$ cat config.mk
export PLATFORM = sky130hd
export DESIGN_NAME = vnu_iter_sched_fsm
export DESIGN_NICKNAME = d
export VERILOG_FILES = /design/src/rtl/vnu_iter_sched_fsm_pkg.sv /design/src/rtl/vnu_wr_watchdog.sv /design/src/rtl/vnu_iter_sched_fsm.sv
export SDC_FILE = /design/constraint.sdc
export NUM_CORES = 1
export LEC_CHECK = 0
export ABC_AREA = 1
export CAP_MARGIN = 5
export CORE_MARGIN = 2
export CORE_UTILIZATION = 52
export DETAILED_ROUTE_END_ITERATION = 8
export HOLD_SLACK_MARGIN = 0.08
export PLACE_DENSITY = 0.76
export SETUP_SLACK_MARGIN = 0.02
export SYNTH_ARGS = -nofsm -noshare
export SYNTH_HDL_FRONTEND = slang
export SYNTH_HIERARCHICAL = 1
export SYNTH_SLANG_ARGS = --single-unit
$ cat constraint.sdc
create_clock -name read_clk -period 1.6 [get_ports read_clk]
set_input_delay 0.48 -clock read_clk [delete_from_list [all_inputs] [get_ports read_clk]]
set_output_delay 0.48 -clock read_clk [all_outputs]
set_load 0.03 [all_outputs]
$ cat src/rtl/vnu_iter_sched_fsm_pkg.sv
// Shared decoding-control definitions: scheduler state encoding and iteration-count width.
package vnu_iter_sched_fsm_pkg;

    localparam int unsigned ITER_W = 4;

    typedef enum logic [2:0] {
        StIdle,
        StInitLoad,
        StRead,
        StWaitWr,
        StIterUp,
        StDone
    } sched_state_e;

endpackage

$ cat src/rtl/vnu_wr_watchdog.sv
// Write-acknowledge watchdog: held loaded while idle, counts down while running,
// and flags expiry on the last allowed cycle.
module vnu_wr_watchdog #(
    parameter int unsigned TIMEOUT = 64
) (
    input  logic read_clk,
    input  logic rstn,
    input  logic load,
    input  logic run,
    output logic expire
);

    localparam int unsigned CntW = $clog2(TIMEOUT);
    localparam logic [CntW-1:0] LoadVal = CntW'(TIMEOUT - 1);

    logic [CntW-1:0] cnt_q;

    always_ff @(posedge read_clk or negedge rstn) begin
        if (!rstn) begin
            cnt_q <= LoadVal;
        end else if (load) begin
            cnt_q <= LoadVal;
        end else if (run && (cnt_q != '0)) begin
            cnt_q <= cnt_q - CntW'(1);
        end
    end

    assign expire = run && (cnt_q == '0);

endmodule

$ cat src/rtl/vnu_iter_sched_fsm.sv
// VNU iteration scheduler: init load, read/write-wait iterations, done/timeout handling.
// Optional early termination on zero syndrome when EARLY_TERM_EN is defined.
module vnu_iter_sched_fsm
    import vnu_iter_sched_fsm_pkg::*;
#(
    parameter int unsigned ITER_MAX   = 10,
    parameter int unsigned RD_CYCLES  = 8,
    parameter int unsigned WR_TIMEOUT = 64
) (
    input  logic              read_clk,
    input  logic              rstn,
    input  logic              decode_start_i,
`ifdef EARLY_TERM_EN
    input  logic              syndrome_zero_i,
`endif
    input  logic              vnu_wr_i,
    output logic              vnu_init_load_en_o,
    output logic              vnu_rd_finish_o,
    output logic              iter_update_o,
    output logic [ITER_W-1:0] iter_cnt_o,
    output logic              busy_o,
    output logic              decode_done_o,
    output logic              wr_timeout_o
);

    localparam logic [7:0]        RdLoad   = 8'(RD_CYCLES - 1);
    localparam logic [ITER_W-1:0] IterMaxW = ITER_W'(ITER_MAX);

    sched_state_e      state_q;
    logic [7:0]        phase_q;
    logic [ITER_W-1:0] iter_next;
    logic              wd_expire;
    logic              early_term;

    assign iter_next = iter_cnt_o + ITER_W'(1);

`ifdef EARLY_TERM_EN
    assign early_term = syndrome_zero_i;
`else
    assign early_term = 1'b0;
`endif

    vnu_wr_watchdog #(
        .TIMEOUT (WR_TIMEOUT)
    ) u_wr_watchdog (
        .read_clk (read_clk),
        .rstn     (rstn),
        .load     (state_q != StWaitWr),
        .run      (state_q == StWaitWr),
        .expire   (wd_expire)
    );

    always_ff @(posedge read_clk or negedge rstn) begin
        if (!rstn) begin
            state_q            <= StIdle;
            phase_q            <= '0;
            vnu_init_load_en_o <= 1'b0;
            vnu_rd_finish_o    <= 1'b0;
            iter_update_o      <= 1'b0;
            iter_cnt_o         <= '0;
            busy_o             <= 1'b0;
            decode_done_o      <= 1'b0;
            wr_timeout_o       <= 1'b0;
        end else begin
            decode_done_o <= 1'b0;
            case (state_q)
                StIdle: begin
                    if (decode_start_i) begin
                        state_q            <= StInitLoad;
                        phase_q            <= RdLoad;
                        iter_cnt_o         <= '0;
                        wr_timeout_o       <= 1'b0;
                        vnu_init_load_en_o <= 1'b1;
                        busy_o             <= 1'b1;
                    end
                end
                // Load enable stays high into WAIT_WR until the write returns.
                StInitLoad: begin
                    if (phase_q == '0) begin
                        state_q <= StWaitWr;
                    end else begin
                        phase_q <= phase_q - 8'd1;
                    end
                end
                StRead: begin
                    if (phase_q == '0) begin
                        state_q         <= StWaitWr;
                        vnu_rd_finish_o <= 1'b1;
                    end else begin
                        phase_q <= phase_q - 8'd1;
                    end
                end
                // A write on the expiry cycle takes priority over the timeout.
                StWaitWr: begin
                    if (vnu_wr_i) begin
                        state_q            <= StIterUp;
                        vnu_init_load_en_o <= 1'b0;
                        vnu_rd_finish_o    <= 1'b0;
                    end else if (wd_expire) begin
                        state_q            <= StIdle;
                        wr_timeout_o       <= 1'b1;
                        busy_o             <= 1'b0;
                        vnu_init_load_en_o <= 1'b0;
                        vnu_rd_finish_o    <= 1'b0;
                    end
                end
                StIterUp: begin
                    iter_update_o <= ~iter_update_o;
                    iter_cnt_o    <= iter_next;
                    if (early_term || (iter_next == IterMaxW)) begin
                        state_q       <= StDone;
                        decode_done_o <= 1'b1;
                    end else begin
                        state_q <= StRead;
                        phase_q <= RdLoad;
                    end
                end
                StDone: begin
                    state_q <= StIdle;
                    busy_o  <= 1'b0;
                end
                default: begin
                    state_q <= StIdle;
                    busy_o  <= 1'b0;
                end
            endcase
        end
    end

endmodule

## Word-level counts from Yosys, hierarchy flattened

Cells that the tools add are included.

- Add/sub/neg operators: 3
- Equality and inequality tests: 14
- Muxes and demuxes: 28
- Bitwise operators: 2
- Reductions and logical operators: 20

Operators with widths:

| kind | count |
|---|---|
| 8-bit two-way mux | 3 |
| 8-bit one-hot mux with 3 select lines | 1 |
| 3-bit two-way mux | 5 |
| 6-bit two-way mux | 2 |
| 2-bit != test, second input constant | 6 |
| 3-bit one-hot mux with 4 select lines | 1 |
| 4-bit AND reduction | 3 |
| 1-bit two-way mux | 10 |
| 3-bit AND reduction | 3 |
| 8-bit zero test | 1 |
| 4-bit one-hot mux with 2 select lines | 1 |
| 2-bit nonzero test | 4 |
| 8-bit by 1-bit subtractor with 8-bit output, second input constant | 1 |
| 3-bit by 2-bit == test with 1-bit output, second input constant | 2 |
| 6-bit zero test | 1 |
| 1-bit one-hot mux with 2 select lines | 3 |
| 6-bit nonzero test | 1 |
| 6-bit by 1-bit subtractor with 6-bit output, second input constant | 1 |
| 4-bit by 1-bit adder with 4-bit output, second input constant | 1 |
| 4-bit == test, second input constant | 1 |
| 4-bit two-way mux | 1 |
| 3-bit by 1-bit == test with 1-bit output, second input constant | 1 |
| 3-bit == test, second input constant | 1 |
| 3-bit zero test | 1 |
| 10 further kinds | 12 |

- Flip-flop bits (word level): 27
- Input bits: 4
- Output and inout bits: 10
- Logic and storage cells: 77

## Longest topological paths before layout

- Depth in word-level cells: 5
- Depth in mapped cells: 11
- Gate-level depth less buffers: 10

## Cells and area by module

The synthesis kept the hierarchy.

By module, submodules not included:

| module | instances | cells an instance | area an instance (µm²) | seq. area each (µm²) |
|---|---|---|---|---|
| vnu_iter_sched_fsm | 1 | 165 | 1276.2 | 525.5 |
| vnu_wr_watchdog | 1 | 51 | 417.9 | 157.7 |

## Least setup slack after synthesis

Ideal clock, no wire load.

- Path kind: register to register
- Start: reg state_q[1]
- End: reg state_q[0]
- Setup time: 0.126 ns
- Data arrival time: 1.531 ns
- Data required time: 1.474 ns
- Path slack: -0.057 ns
- Stages on the path, launching flop included: 10
- Path through: dfrtp_1 nand2_1 nor2_1 inv_1 nor2_1 nor2_1 nand2_1 nand2_1 nor2_1 o21ai_0

- Cells in the longest elaborated chain, start to end: 4

Ends and longest elaborated chain:

| item | RTL line | source |
|---|---|---|
| start, declared | vnu_iter_sched_fsm.sv:29 | `sched_state_e state_q;` |
| start signal, assigned | vnu_iter_sched_fsm.sv:55 | `state_q <= StIdle;` |
| start signal, assigned | vnu_iter_sched_fsm.sv:69 | `state_q <= StInitLoad;` |
| start signal, assigned | vnu_iter_sched_fsm.sv:80 | `state_q <= StWaitWr;` |
| 3-bit by 2-bit == test with 1-bit output | vnu_iter_sched_fsm.sv:49 | `.run (state_q == StWaitWr),` |
| 1-bit logical AND | vnu_wr_watchdog.sv:28 | `assign expire = run && (cnt_q == '0);` |
| named net wd_expire | vnu_iter_sched_fsm.sv:32 | `logic wd_expire;` |
| 3-bit != test (no source line) | - |  |
| 3-bit AND reduction (no source line) | - |  |

The timed path passes the listed nets, and every way through them passes these cells.
A chain may end at the register's enable or synchronous reset.

## Final worst setup path

- Start: reg iter_cnt_o[0]
- End: out iter_cnt_o[0]

RTL lines:

| item | RTL line | source |
|---|---|---|
| start, declared | vnu_iter_sched_fsm.sv:20 | `output logic [ITER_W-1:0] iter_cnt_o,` |
| start signal, assigned | vnu_iter_sched_fsm.sv:109 | `iter_cnt_o <= iter_next;` |

No word-level cell between the ends.

==> metrics.md <==
| Metric | Value |
|---|---|
| Hold buffers post-CTS | 0 |
| Clock power frac | approximately 7.6% |
| H-tree depth | 1 |
| RePlAce Congestion | 0.818 |
| Tmin final | about 1.5 ns |
| Final hold viol count | 0 |
| Worst endpoint data arrival time | approximately 1.1 ns |
| Vias/cell | roughly 5 |
| DP HPWL | roughly 2400 um |
| PwrDens | about 1900 nW/um2 |
| Compound-Gate Fraction of Synth Area | approximately a tenth |
| DRC | 0 |
| Fin crit share | 95.8% |
| CP cell instances | clkdlybuf4s15_2 |
| Die Y | 61.1 um |
| Gate Count Post-Synth | roughly 220 |
| Xor/xnor cell area share of the yosys netlist | less than 1% |
| Largest net degree at the start of global routing | 28 |
| Slew @ Worst Pin | ~0.30 ns |
| Logic pwr share | 62.3% |
| Post-synthesis sequential area ratio | 40.3% |
| Max Cap Viol | 0 |
| Synth warn | 6 |
| Area Overhead vs Synth | 21.5% |
| Ys async rst share | between 90% and 100% |
| CTS tree | yes |
| Outcome | finished, final reports clean |
| # fillers | about 260 |
| Clk Tree Root Cell | clkbuf_4 |
| Antenna violations before repair | 0 |
| Reg clk slew, reported paths | 0.14 ns |
| Synth unique cells | 22 |
| R2R depth | 8 |
| WP data required | 1.12 ns |
| Leakage | between 0.001 and 0.0015 uW |
| Vias in the first global route | between 1000 and 1500 |
| I/O pin count | 14 |
| Max rail drop VDD | 1.02 mV |
| Adder-cell share of the synthesized area | under 10% |
| Yosys reg bits | 27 |
| Worst path top cell family by delay | flip-flops |
| Clock Sinks | 27 |
| Switching share of power | slightly above 50% |
| GRT Residual Overflow | 0 |
| CP peak stage delay | about 0.45 ns |
| Die extent in x | between 60 and 70 um |
| RSZ-0062 raised after global routing | true |
| CP Launch Type | flop |
| Crit path max fanout | 3 |
| Worst hold slack | between 0.4 and 0.5 ns |
| Fin nets | approximately 260 |
| Vias | ~1500 |
| CP Class | reg -> out |
| Hold Crit Class | in -> async |
| Max-slew headroom | 80.3% |
| Max Slew Vio Count | 0 |
| Worst setup EP type | primary output |
| FF-to-FF End | phase_q[5] |
| CORE AREA | slightly above 3000 um2 |
| Number of flops mapped to enable cells by yosys | 0 |
| Initial Utilization | between 50% and 60% |
| Worst clock skew | around 0.0021 ns |
| Drt first pass iters | 4 |
| Die area | 3730 um2 |
| Reg2Reg Setup Slack | between 0.1 and 0.15 ns |
| Seq pwr share | a little under a third |
| Largest family of logic cells by synthesized area | simple AND/OR/NAND/NOR gates |
| Cell Int Power | a little under 2000 uW |
| Clk Latency, worst-skew pair | about 0.32 ns |
| IO buf count | 13 |
| WL/cell | 11.7 um |
| First-pass GRT wire length | 5410 um |
| Most common flop cell mapped by yosys | dfrtp_1 |
| Syn avg cell area | 7.84 um2 |
| Number of CTS-inserted buffers | 3 |
| Switch Pwr | between 1500 and 2000 uW |
| N_diodes | 0 |
| Mapped Nets | about 230 |
| Final ANT Viol Nets | 0 |
| Count of final setup violators | 0 |
| Synth Area in Simple Gates | 35.3% |
| Initial DRC count | 69 |
| Highest clock rate | 652 MHz |
| WL final | 3430 um |
| Layout cells sized above 1 | 30.0% |
| Buf+Inv Stages, Crit Path | 1 |
| Mux cell area share after synthesis | 0% |
| Total GRT Usage | between 10% and 20% |
| Synthesized cell area | between 1500 and 2000 um2 |
| Row Count | 20 |
| Setup TNS | 0 ns |
| Worst setup startpoint | iter_cnt_o[0] |
| Worst r2r src | state_q[1] |
| Clock Tree Buf Depth | 2 |
| Critical path's slowest cell | dfrtp_2 |
## cell type report
| type | count | area [um2] | area share [%] |
|---|---|---|---|
| Inverter | 34 | 133 | 6.44 |
| Sequential cell | 27 | 686 | 33.3 |
| Timing Repair Buffer | 30 | 244 | 11.9 |
| Clock buffer | 4 | 26.3 | 1.28 |
| Tap cell | 44 | 55.1 | 2.67 |
| Multi-Input combinational cell | 155 | 915 | 44.4 |
## worst max path at each step
stage | endpoint | depth (start not counted)
2_1_floorplan | phase_q[3] | 10
3_3_place_gp | phase_q[5] | 6
3_5_place_dp | phase_q[5] | 6
4_1_cts | iter_cnt_o[3] | 1
5_1_grt | phase_q[2] | 10
6_report | iter_cnt_o[0] | 1
## cells in the mapped netlist (2+ instances only)
cell type  instances  share of area (%)
nor2_1            22                4.9
nor2_2             2               0.74
nand2_4            3                2.0
dfrtp_1           21                 31
ha_1               6                4.4
nand3_1           20                5.9
nand3_4            2                2.1
o21ai_0           11                3.2
nand2_1           58                 13
nand2_2            4                1.5
dfstp_2            6                9.3
o21ai_2           12                6.2
inv_4              2               0.74
inv_1             32                7.1
nor2_4             3                2.0
nand4_1            6                2.2
## per-layer routing
layer / track usage (%) / part of all wire, % / vias to the layer above
li1: - / - / 757
met1: 27.5 / 49 / 674
met2: 29.6 / 47 / 21
met3: 2.10 / 2.7 / 2
met4: 5.59 / 0.61 / 0
met5: 0 / 0 / -
## state kept, by name (all words and copies together) (netlist names)
register,flops
wr_timeout_o,1
phase_q,8
vnu_init_load_en_o,1
vnu_rd_finish_o,1
state_q,3
iter_update_o,1
u_wr_watchdog/cnt_q,6
busy_o,1
decode_done_o,1
iter_cnt_o,4
## cells by family after synthesis
| family | Yosys count |
|---|---|
| simple gates | 121 |
| buf+inv | 35 |
| flops | 27 |
| compound gates | 26 |
| fa+ha+maj | 6 |
| xor+xnor | 1 |
## metrics by stage
stage / area (um2) / util, % / total power, uW / setup slack, ns / std cells
3_3_place_gp: 1970 / 64.1 / 3350 / -0.0325 / 285
6_report: 2060 / 66.9 / 3910 / 0.0668 / 294
2_1_floorplan: 1700 / - / 2880 / 0.0316 / 216
4_1_cts: 2020 / 65.5 / 3710 / 0.0212 / 290
5_1_grt: 2060 / 66.9 / 4250 / -0.00354 / 294
3_5_place_dp: 1970 / 64.1 / 3420 / -0.0737 / 285
## power by group through the flow
stage	Clock [uW]	Combinational (uW)	Sequential, uW
after floorplan	0	1560	1320
after global placement	0	2170	1180
after detailed placement	0	2230	1190
after CTS	310	2220	1180
after global routing	335	2710	1200
final	296	2430	1180
## timing repair
item | CTS | global route
pin swaps | 3 | 8
cloned | 0 | 1
endpoints found under the setup margin | 11 | 23
gates resized for setup | 25 | 17
setup buffers | 1 | 3
## placed cells by master (no fill, tap or decap), drive strengths merged, types with 3 or more instances in the layout
cell	count
nand2	66
inv	34
nor2	28
o21ai	24
nand3	22
dfrtp	21
buf	17
clkbuf	10
nand4	6
dfstp	6
ha	6
clkdlybuf4s15	4
clkdlybuf4s50	3
Note: power is estimated with default switching activity, not from simulation.
